`src/rtl/drr_port_arbiter_if.sv`:
```
// drr_port_arbiter_if
// Handshake bundle between the four ingress pointer FIFOs, the frame mover
// and the deficit-round-robin arbiter.
//   req_valid  per-port head frame present
//   req_len    per-port head frame length, port p at [p*LEN_W +: LEN_W]
//   bp         shared frame buffer full; blocks new grants only
//   xfer_done  one-cycle pulse from the mover when the granted frame is moved
//   grant      one-hot granted port, held for the whole transfer
//   grant_vld  grant and grant_len are valid
//   grant_len  length of the granted frame
// Modports: master = FIFO/mover side, slave = arbiter side.
interface drr_port_arbiter_if #(
  parameter int LEN_W = 11
);
  logic [3:0]         req_valid;
  logic [4*LEN_W-1:0] req_len;
  logic               bp;
  logic               xfer_done;
  logic [3:0]         grant;
  logic               grant_vld;
  logic [LEN_W-1:0]   grant_len;

  modport master (
    output req_valid, req_len, bp, xfer_done,
    input  grant, grant_vld, grant_len
  );

  modport slave (
    input  req_valid, req_len, bp, xfer_done,
    output grant, grant_vld, grant_len
  );
endinterface

```
`src/rtl/drr_port_arbiter.sv`:
```
// drr_port_arbiter
// Deficit-round-robin scheduler choosing which ingress port's head frame is
// moved next into the shared switch-core frame buffer. Each visit to a port
// adds its byte quantum to its deficit; frames are granted while the deficit
// covers the head-frame length. A grant is held until the mover pulses
// xfer_done, after which the same port may send again from its remainder.
// Ports:
//   clk          rising-edge clock
//   rst          synchronous active-high reset
//   cfg_quantum  per-port quantum, port p at [p*Q_W +: Q_W]; 0 disables port
//   bus          handshake bundle (slave side)
//   busy         high whenever the scheduler is not idle
//   ptr_dbg      current round-robin pointer
module drr_port_arbiter #(
  parameter int LEN_W = 11,
  parameter int Q_W   = 12,
  parameter int DEF_W = 14
) (
  input  logic                 clk,
  input  logic                 rst,
  input  logic [4*Q_W-1:0]     cfg_quantum,
  drr_port_arbiter_if.slave    bus,
  output logic                 busy,
  output logic [1:0]           ptr_dbg
);

  typedef enum logic [1:0] {
    ST_IDLE  = 2'd0,
    ST_VISIT = 2'd1,
    ST_CHECK = 2'd2,
    ST_WAIT  = 2'd3
  } state_t;

  localparam logic [DEF_W-1:0] DEF_MAX = {DEF_W{1'b1}};

  state_t             state_r, state_s;
  logic [1:0]         ptr_r, ptr_s;
  logic [DEF_W-1:0]   deficit_r [4];
  logic [DEF_W-1:0]   deficit_s [4];
  logic [3:0]         grant_r, grant_s;
  logic               grant_vld_r, grant_vld_s;
  logic [LEN_W-1:0]   grant_len_r, grant_len_s;
  logic               busy_r;

  logic [Q_W-1:0]     cur_quantum_s;
  logic [LEN_W-1:0]   cur_len_s;
  logic               cur_req_s;
  logic [DEF_W-1:0]   cur_def_s;

  // Deficit plus quantum, clamped so a long-starved port can never wrap.
  function automatic logic [DEF_W-1:0] sat_add(input logic [DEF_W-1:0] def,
                                               input logic [Q_W-1:0]   q);
    logic [DEF_W:0] sum;
    sum = (DEF_W+1)'(def) + (DEF_W+1)'(q);
    if (sum[DEF_W]) begin
      return DEF_MAX;
    end else begin
      return sum[DEF_W-1:0];
    end
  endfunction

  // Select the quantum, head frame and deficit of the port under the pointer.
  always_comb begin
    cur_quantum_s = cfg_quantum[int'(ptr_r)*Q_W +: Q_W];
    cur_len_s     = bus.req_len[int'(ptr_r)*LEN_W +: LEN_W];
    cur_req_s     = bus.req_valid[ptr_r];
    cur_def_s     = deficit_r[ptr_r];
  end

  // Next-state and next-output logic of the scheduler.
  always_comb begin
    state_s     = state_r;
    ptr_s       = ptr_r;
    grant_s     = grant_r;
    grant_vld_s = grant_vld_r;
    grant_len_s = grant_len_r;
    for (int i = 0; i < 4; i++) begin
      deficit_s[i] = deficit_r[i];
    end

    case (state_r)
      ST_IDLE: begin
        if ((bus.req_valid != 4'd0) && !bus.bp) begin
          state_s = ST_VISIT;
        end else begin
          state_s = ST_IDLE;
        end
      end

      ST_VISIT: begin
        // An empty or disabled port forfeits any saved credit.
        if (!cur_req_s || (cur_quantum_s == {Q_W{1'b0}})) begin
          deficit_s[ptr_r] = {DEF_W{1'b0}};
          ptr_s            = ptr_r + 2'd1;
          if (bus.req_valid == 4'd0) begin
            state_s = ST_IDLE;
          end else begin
            state_s = ST_VISIT;
          end
        end else begin
          deficit_s[ptr_r] = sat_add(cur_def_s, cur_quantum_s);
          state_s          = ST_CHECK;
        end
      end

      ST_CHECK: begin
        if (bus.bp) begin
          state_s = ST_CHECK;
        end else if (cur_req_s && (cur_def_s >= DEF_W'(cur_len_s))) begin
          grant_s          = 4'b0001 << ptr_r;
          grant_vld_s      = 1'b1;
          grant_len_s      = cur_len_s;
          deficit_s[ptr_r] = cur_def_s - DEF_W'(cur_len_s);
          state_s          = ST_WAIT;
        end else if (!cur_req_s) begin
          deficit_s[ptr_r] = {DEF_W{1'b0}};
          ptr_s            = ptr_r + 2'd1;
          state_s          = ST_VISIT;
        end else begin
          // Credit kept for the next round; the head frame is too long for now.
          ptr_s   = ptr_r + 2'd1;
          state_s = ST_VISIT;
        end
      end

      ST_WAIT: begin
        // Return to CHECK on the same port so it can use its remaining credit.
        if (bus.xfer_done) begin
          grant_s     = 4'd0;
          grant_vld_s = 1'b0;
          state_s     = ST_CHECK;
        end else begin
          state_s = ST_WAIT;
        end
      end

      default: begin
        state_s = ST_IDLE;
      end
    endcase
  end

  // State, pointer, deficit and output registers.
  always_ff @(posedge clk) begin
    if (rst) begin
      state_r     <= ST_IDLE;
      ptr_r       <= 2'd0;
      grant_r     <= 4'd0;
      grant_vld_r <= 1'b0;
      grant_len_r <= {LEN_W{1'b0}};
      busy_r      <= 1'b0;
      for (int i = 0; i < 4; i++) begin
        deficit_r[i] <= {DEF_W{1'b0}};
      end
    end else begin
      state_r     <= state_s;
      ptr_r       <= ptr_s;
      grant_r     <= grant_s;
      grant_vld_r <= grant_vld_s;
      grant_len_r <= grant_len_s;
      busy_r      <= (state_s != ST_IDLE);
      for (int i = 0; i < 4; i++) begin
        deficit_r[i] <= deficit_s[i];
      end
    end
  end

  assign bus.grant     = grant_r;
  assign bus.grant_vld = grant_vld_r;
  assign bus.grant_len = grant_len_r;
  assign busy          = busy_r;
  assign ptr_dbg       = ptr_r;

endmodule

```
`src/flat_wrapper.sv`:
```
// flat-port wrapper written by rule: the top's interface ports become plain ports
module drr_port_arbiter_flat 
#(
  parameter int LEN_W = 11,
  parameter int Q_W   = 12,
  parameter int DEF_W = 14
)
  (clk, rst, cfg_quantum, busy, ptr_dbg, bus_req_valid, bus_req_len, bus_bp, bus_xfer_done, bus_grant, bus_grant_vld, bus_grant_len);
  drr_port_arbiter_if #(.LEN_W(LEN_W)) bus_i ();
  input  logic clk;
  input  logic rst;
  input  logic [4*Q_W-1:0] cfg_quantum;
  output logic busy;
  output logic [1:0] ptr_dbg;
  input wire logic [$bits(bus_i.req_valid)-1:0] bus_req_valid;
  input wire logic [$bits(bus_i.req_len)-1:0] bus_req_len;
  input wire logic [$bits(bus_i.bp)-1:0] bus_bp;
  input wire logic [$bits(bus_i.xfer_done)-1:0] bus_xfer_done;
  output wire logic [$bits(bus_i.grant)-1:0] bus_grant;
  output wire logic [$bits(bus_i.grant_vld)-1:0] bus_grant_vld;
  output wire logic [$bits(bus_i.grant_len)-1:0] bus_grant_len;
  assign bus_i.req_valid = bus_req_valid;
  assign bus_i.req_len = bus_req_len;
  assign bus_i.bp = bus_bp;
  assign bus_i.xfer_done = bus_xfer_done;
  assign bus_grant = bus_i.grant;
  assign bus_grant_vld = bus_i.grant_vld;
  assign bus_grant_len = bus_i.grant_len;
  drr_port_arbiter #(.LEN_W(LEN_W), .Q_W(Q_W), .DEF_W(DEF_W)) u_core (.clk(clk), .rst(rst), .cfg_quantum(cfg_quantum), .bus(bus_i), .busy(busy), .ptr_dbg(ptr_dbg));
endmodule
```
`config.mk`:
```
export PLATFORM = sky130hd
export DESIGN_NAME = drr_port_arbiter_flat
export DESIGN_NICKNAME = d
export VERILOG_FILES = /design/src/rtl/drr_port_arbiter_if.sv /design/src/rtl/drr_port_arbiter.sv /design/src/flat_wrapper.sv
export SDC_FILE = /design/constraint.sdc
export NUM_CORES = 1
export LEC_CHECK = 0
export CAP_MARGIN = 20
export CORE_ASPECT_RATIO = 1.2
export CORE_MARGIN = 8
export CORE_UTILIZATION = 45
export DETAILED_ROUTE_END_ITERATION = 8
export PLACE_DENSITY = 0.71
export SYNTH_ARGS = -nofsm -noshare
export SYNTH_HDL_FRONTEND = slang
export SYNTH_SLANG_ARGS = --single-unit
```
`constraint.sdc`:
```
create_clock -name clk -period 5.31 [get_ports clk]
set_input_delay 1.593 -clock clk [delete_from_list [all_inputs] [get_ports clk]]
set_output_delay 1.593 -clock clk [all_outputs]
set_load 0.03 [all_outputs]
```
==> flow_summary.ini <==
[placement]
post-place-cells = 967
dp_slack_ns = 0.0117
dp_hpwl_um = 19500
gp_congestion = 0.949
port_buffers = 118

[die]
start_util_pct = 45.9
rows = 47
die_area_sq_um = 18000
die_y_um = 145
io_pins = 119
core_sq_um = 13700
die_x_um = 124

[cts]
cts_setup_buffers = 0
cts.sinks = 79
clkTransAtPathRegs_ns = 0.06
cts.repair.resized = 0
root_buffer = clkbuf_16
h-tree-depth = 3
cts_buffers = 9
clock_path_buffers = 2
clock_latency_ns = 0.35
cts_hold_buf = 0
cts_tree = built

[global_routing]
grt_antenna_before_repair = 0
grt_max_degree = 62
grt_first_pass_wirelength_um = 38200
first_global_vias = 6975
grt.overflow.total = 0
track_usage_pct = 27.0

[timing]
finalCriticalPeriod_ns = 5.00
rsz0062_at_grt = false
tns_ns = 0
period_share_pct = 94.1
worst_pin_slew_ns = 1.07
setup_ws_ns = 0.311
slew_violations = 0
hold_viol_final = 0
final-setup-viol-count = 0
clock_skew_ns = 0.0112
max_slew_margin_pct = 28.7
timing.fmax_ghz = 0.200

[drt]
drt_wl_total_um = 24900
via_per_inst = 6.93
wl_per_cell_um = 25.3
drc_errors = 0
num_vias = 6808
first_iter_violations = 782
ant_nets = 0
dr.pass1.iters = 5

[setup_path]
ff2ff_setup_slack_ns = 0.89
startpoint = bus_req_len[0]
path_class = in2reg
ff2ff_path_depth = 11
r2r_start = u_core.ptr_dbg[0]
required_ns = 5.59
cp-endpoint = u_core.deficit_r[2][0]
r2r_end = u_core.deficit_r[3][8]
arrival_ns = 5.28
worstSetupEndpointType = flip-flop
cp_max_fo = 13
critPathLaunchType = input pin

[finish]
diodes = 0
fin_util_pct = 58.6
mostFrequentLayoutCell = clkdlybuf4s50_1
final_cell_mix = clkdlybuf4s50_1, dfxtp_1, nor2_1
nNetsFinal = 940
area_growth_pct = 27.8
instances_no_fill = 983
layout-drive-gt1-share_pct = 13.1

[yosys]
yosys.area.top_type = dfxtp_1
synth_ff_type = dfxtp_1
synth_cells = 691
synth_top_area_share_pct = 25.2
seq_area_frac_synth_pct = 25.2
ys_async_sr_fraction_pct = 0
ys_warn_count = 0
synth_area_leaders = dfxtp_1, mux4_2, a221o_1
synth_nets = 824
ys_types = 73
synth_seq_cells = 79
avgSynthCellArea_sq_um = 9.10
synth_area_sq_um = 6280
synth-edff-count = 0

[pwr]
irDropWorstVdd_uv = 183
powerDensity_nw_per_um2 = 281
leakage_nw = 2.91

[job]
drv_cap = 0

[run_status]
run_status = finished, final reports clean

[worst_hold_path]
hp-class = reg2reg
power by group:
group / switching (mW) / internal [mW] / total [mW]
logic: 0.603 / 0.397 / 1.00
registers: 0.0354 / 0.614 / 0.649
clock network: 0.284 / 0.323 / 0.606
total: 0.922 / 1.33 / 2.26
worst min-delay path by stage:
stage / slack (ns) / end / depth (start not counted) / start
floorplan: 0.42 / u_core.deficit_r[3][13] / 2 / u_core.deficit_r[3][13]
finish: 0.46 / u_core.deficit_r[3][13] / 2 / u_core.deficit_r[3][13]
CTS: 0.46 / u_core.deficit_r[3][13] / 2 / u_core.deficit_r[3][13]
detailed placement: 0.45 / u_core.deficit_r[3][13] / 2 / u_core.deficit_r[3][13]
global placement: 0.44 / u_core.deficit_r[3][13] / 2 / u_core.deficit_r[3][13]
global route: 0.50 / u_core.deficit_r[3][9] / 1 / u_core.deficit_r[3][9]
per-stage QoR:
step | hold WS [ns] | total power [mW] | area, sq um
2_1_floorplan | 0.420 | 1.25 | 6280
3_3_place_gp | 0.440 | 1.61 | 7750
3_5_place_dp | 0.453 | 1.63 | 7750
4_1_cts | 0.465 | 2.23 | 8030
5_1_grt | 0.499 | 2.35 | 8030
6_report | 0.462 | 2.26 | 8030
cell usage after synthesis (all sizes together) (6+ instances only):
cell type,count
a211oi,14
buf,15
a22o,6
a21oi,38
nand3,22
a22oi,6
o21ai,44
nand2,39
xnor2,9
nor2b,6
a31oi,8
dfxtp,79
mux4,38
nor2,48
o211ai,11
and3,8
nand2b,7
a32o,38
o21a,9
and2,9
a221o,44
ha,31
clkbuf,35
nor3,12
inv,31
layer usage:
metal	GRT usage (%)	routed length (um)	share of wire, %
met5	0	0	0
met3	5.98	2590	10
met2	44.6	11700	47
met4	14.3	1290	5.2
met1	31.4	9280	37
critical path, cell delays in order:
cell             delay [ns]
clkdlybuf4s50_1        0.41
mux4_2                 0.50
ha_1                   0.24
inv_1                  0.08
fa_1                   0.23
a211oi_1               0.12
o211a_1                0.29
nor2_1                 0.35
or3_4                  0.24
a21oi_1                0.09
nor2_1                 0.83
a32o_1                 0.29
state kept, by name, indices dropped and copies added (netlist names), named ones only:
name	cells
u_core.bus.grant_vld	1
u_core.bus.grant	4
u_core.deficit_r	56
u_core.state_r	2
u_core.busy	1
u_core.ptr_dbg	2
u_core.bus.grant_len	11
layout make-up:
cell class / count / area (sq um)
sequential: 79 / 1580
fill: 1256 / 5670
inverter: 35 / 131
tap: 171 / 214
multi-input combinational: 527 / 4360
timing repair buffer: 155 / 1460
clock inverter: 7 / 58.8
clock buffer: 9 / 225
cells by family (layout without fill, tap and decap cells):
family                   after synthesis  count (layout)  share of synthesized area, %
AO/OA/AOI/OAI                        270             270                          33.4
XOR/XNOR                              14              14                          1.95
adder cells (fa/ha/maj)               33              33                          6.81
buffers and inverters                 85             206                          5.51
flip-flops                            79              79                          25.2
multiplexers                          41              41                          14.2
AND/OR/NAND/NOR                      169             169                          13.0
Note: power is estimated with default switching activity, not from simulation.
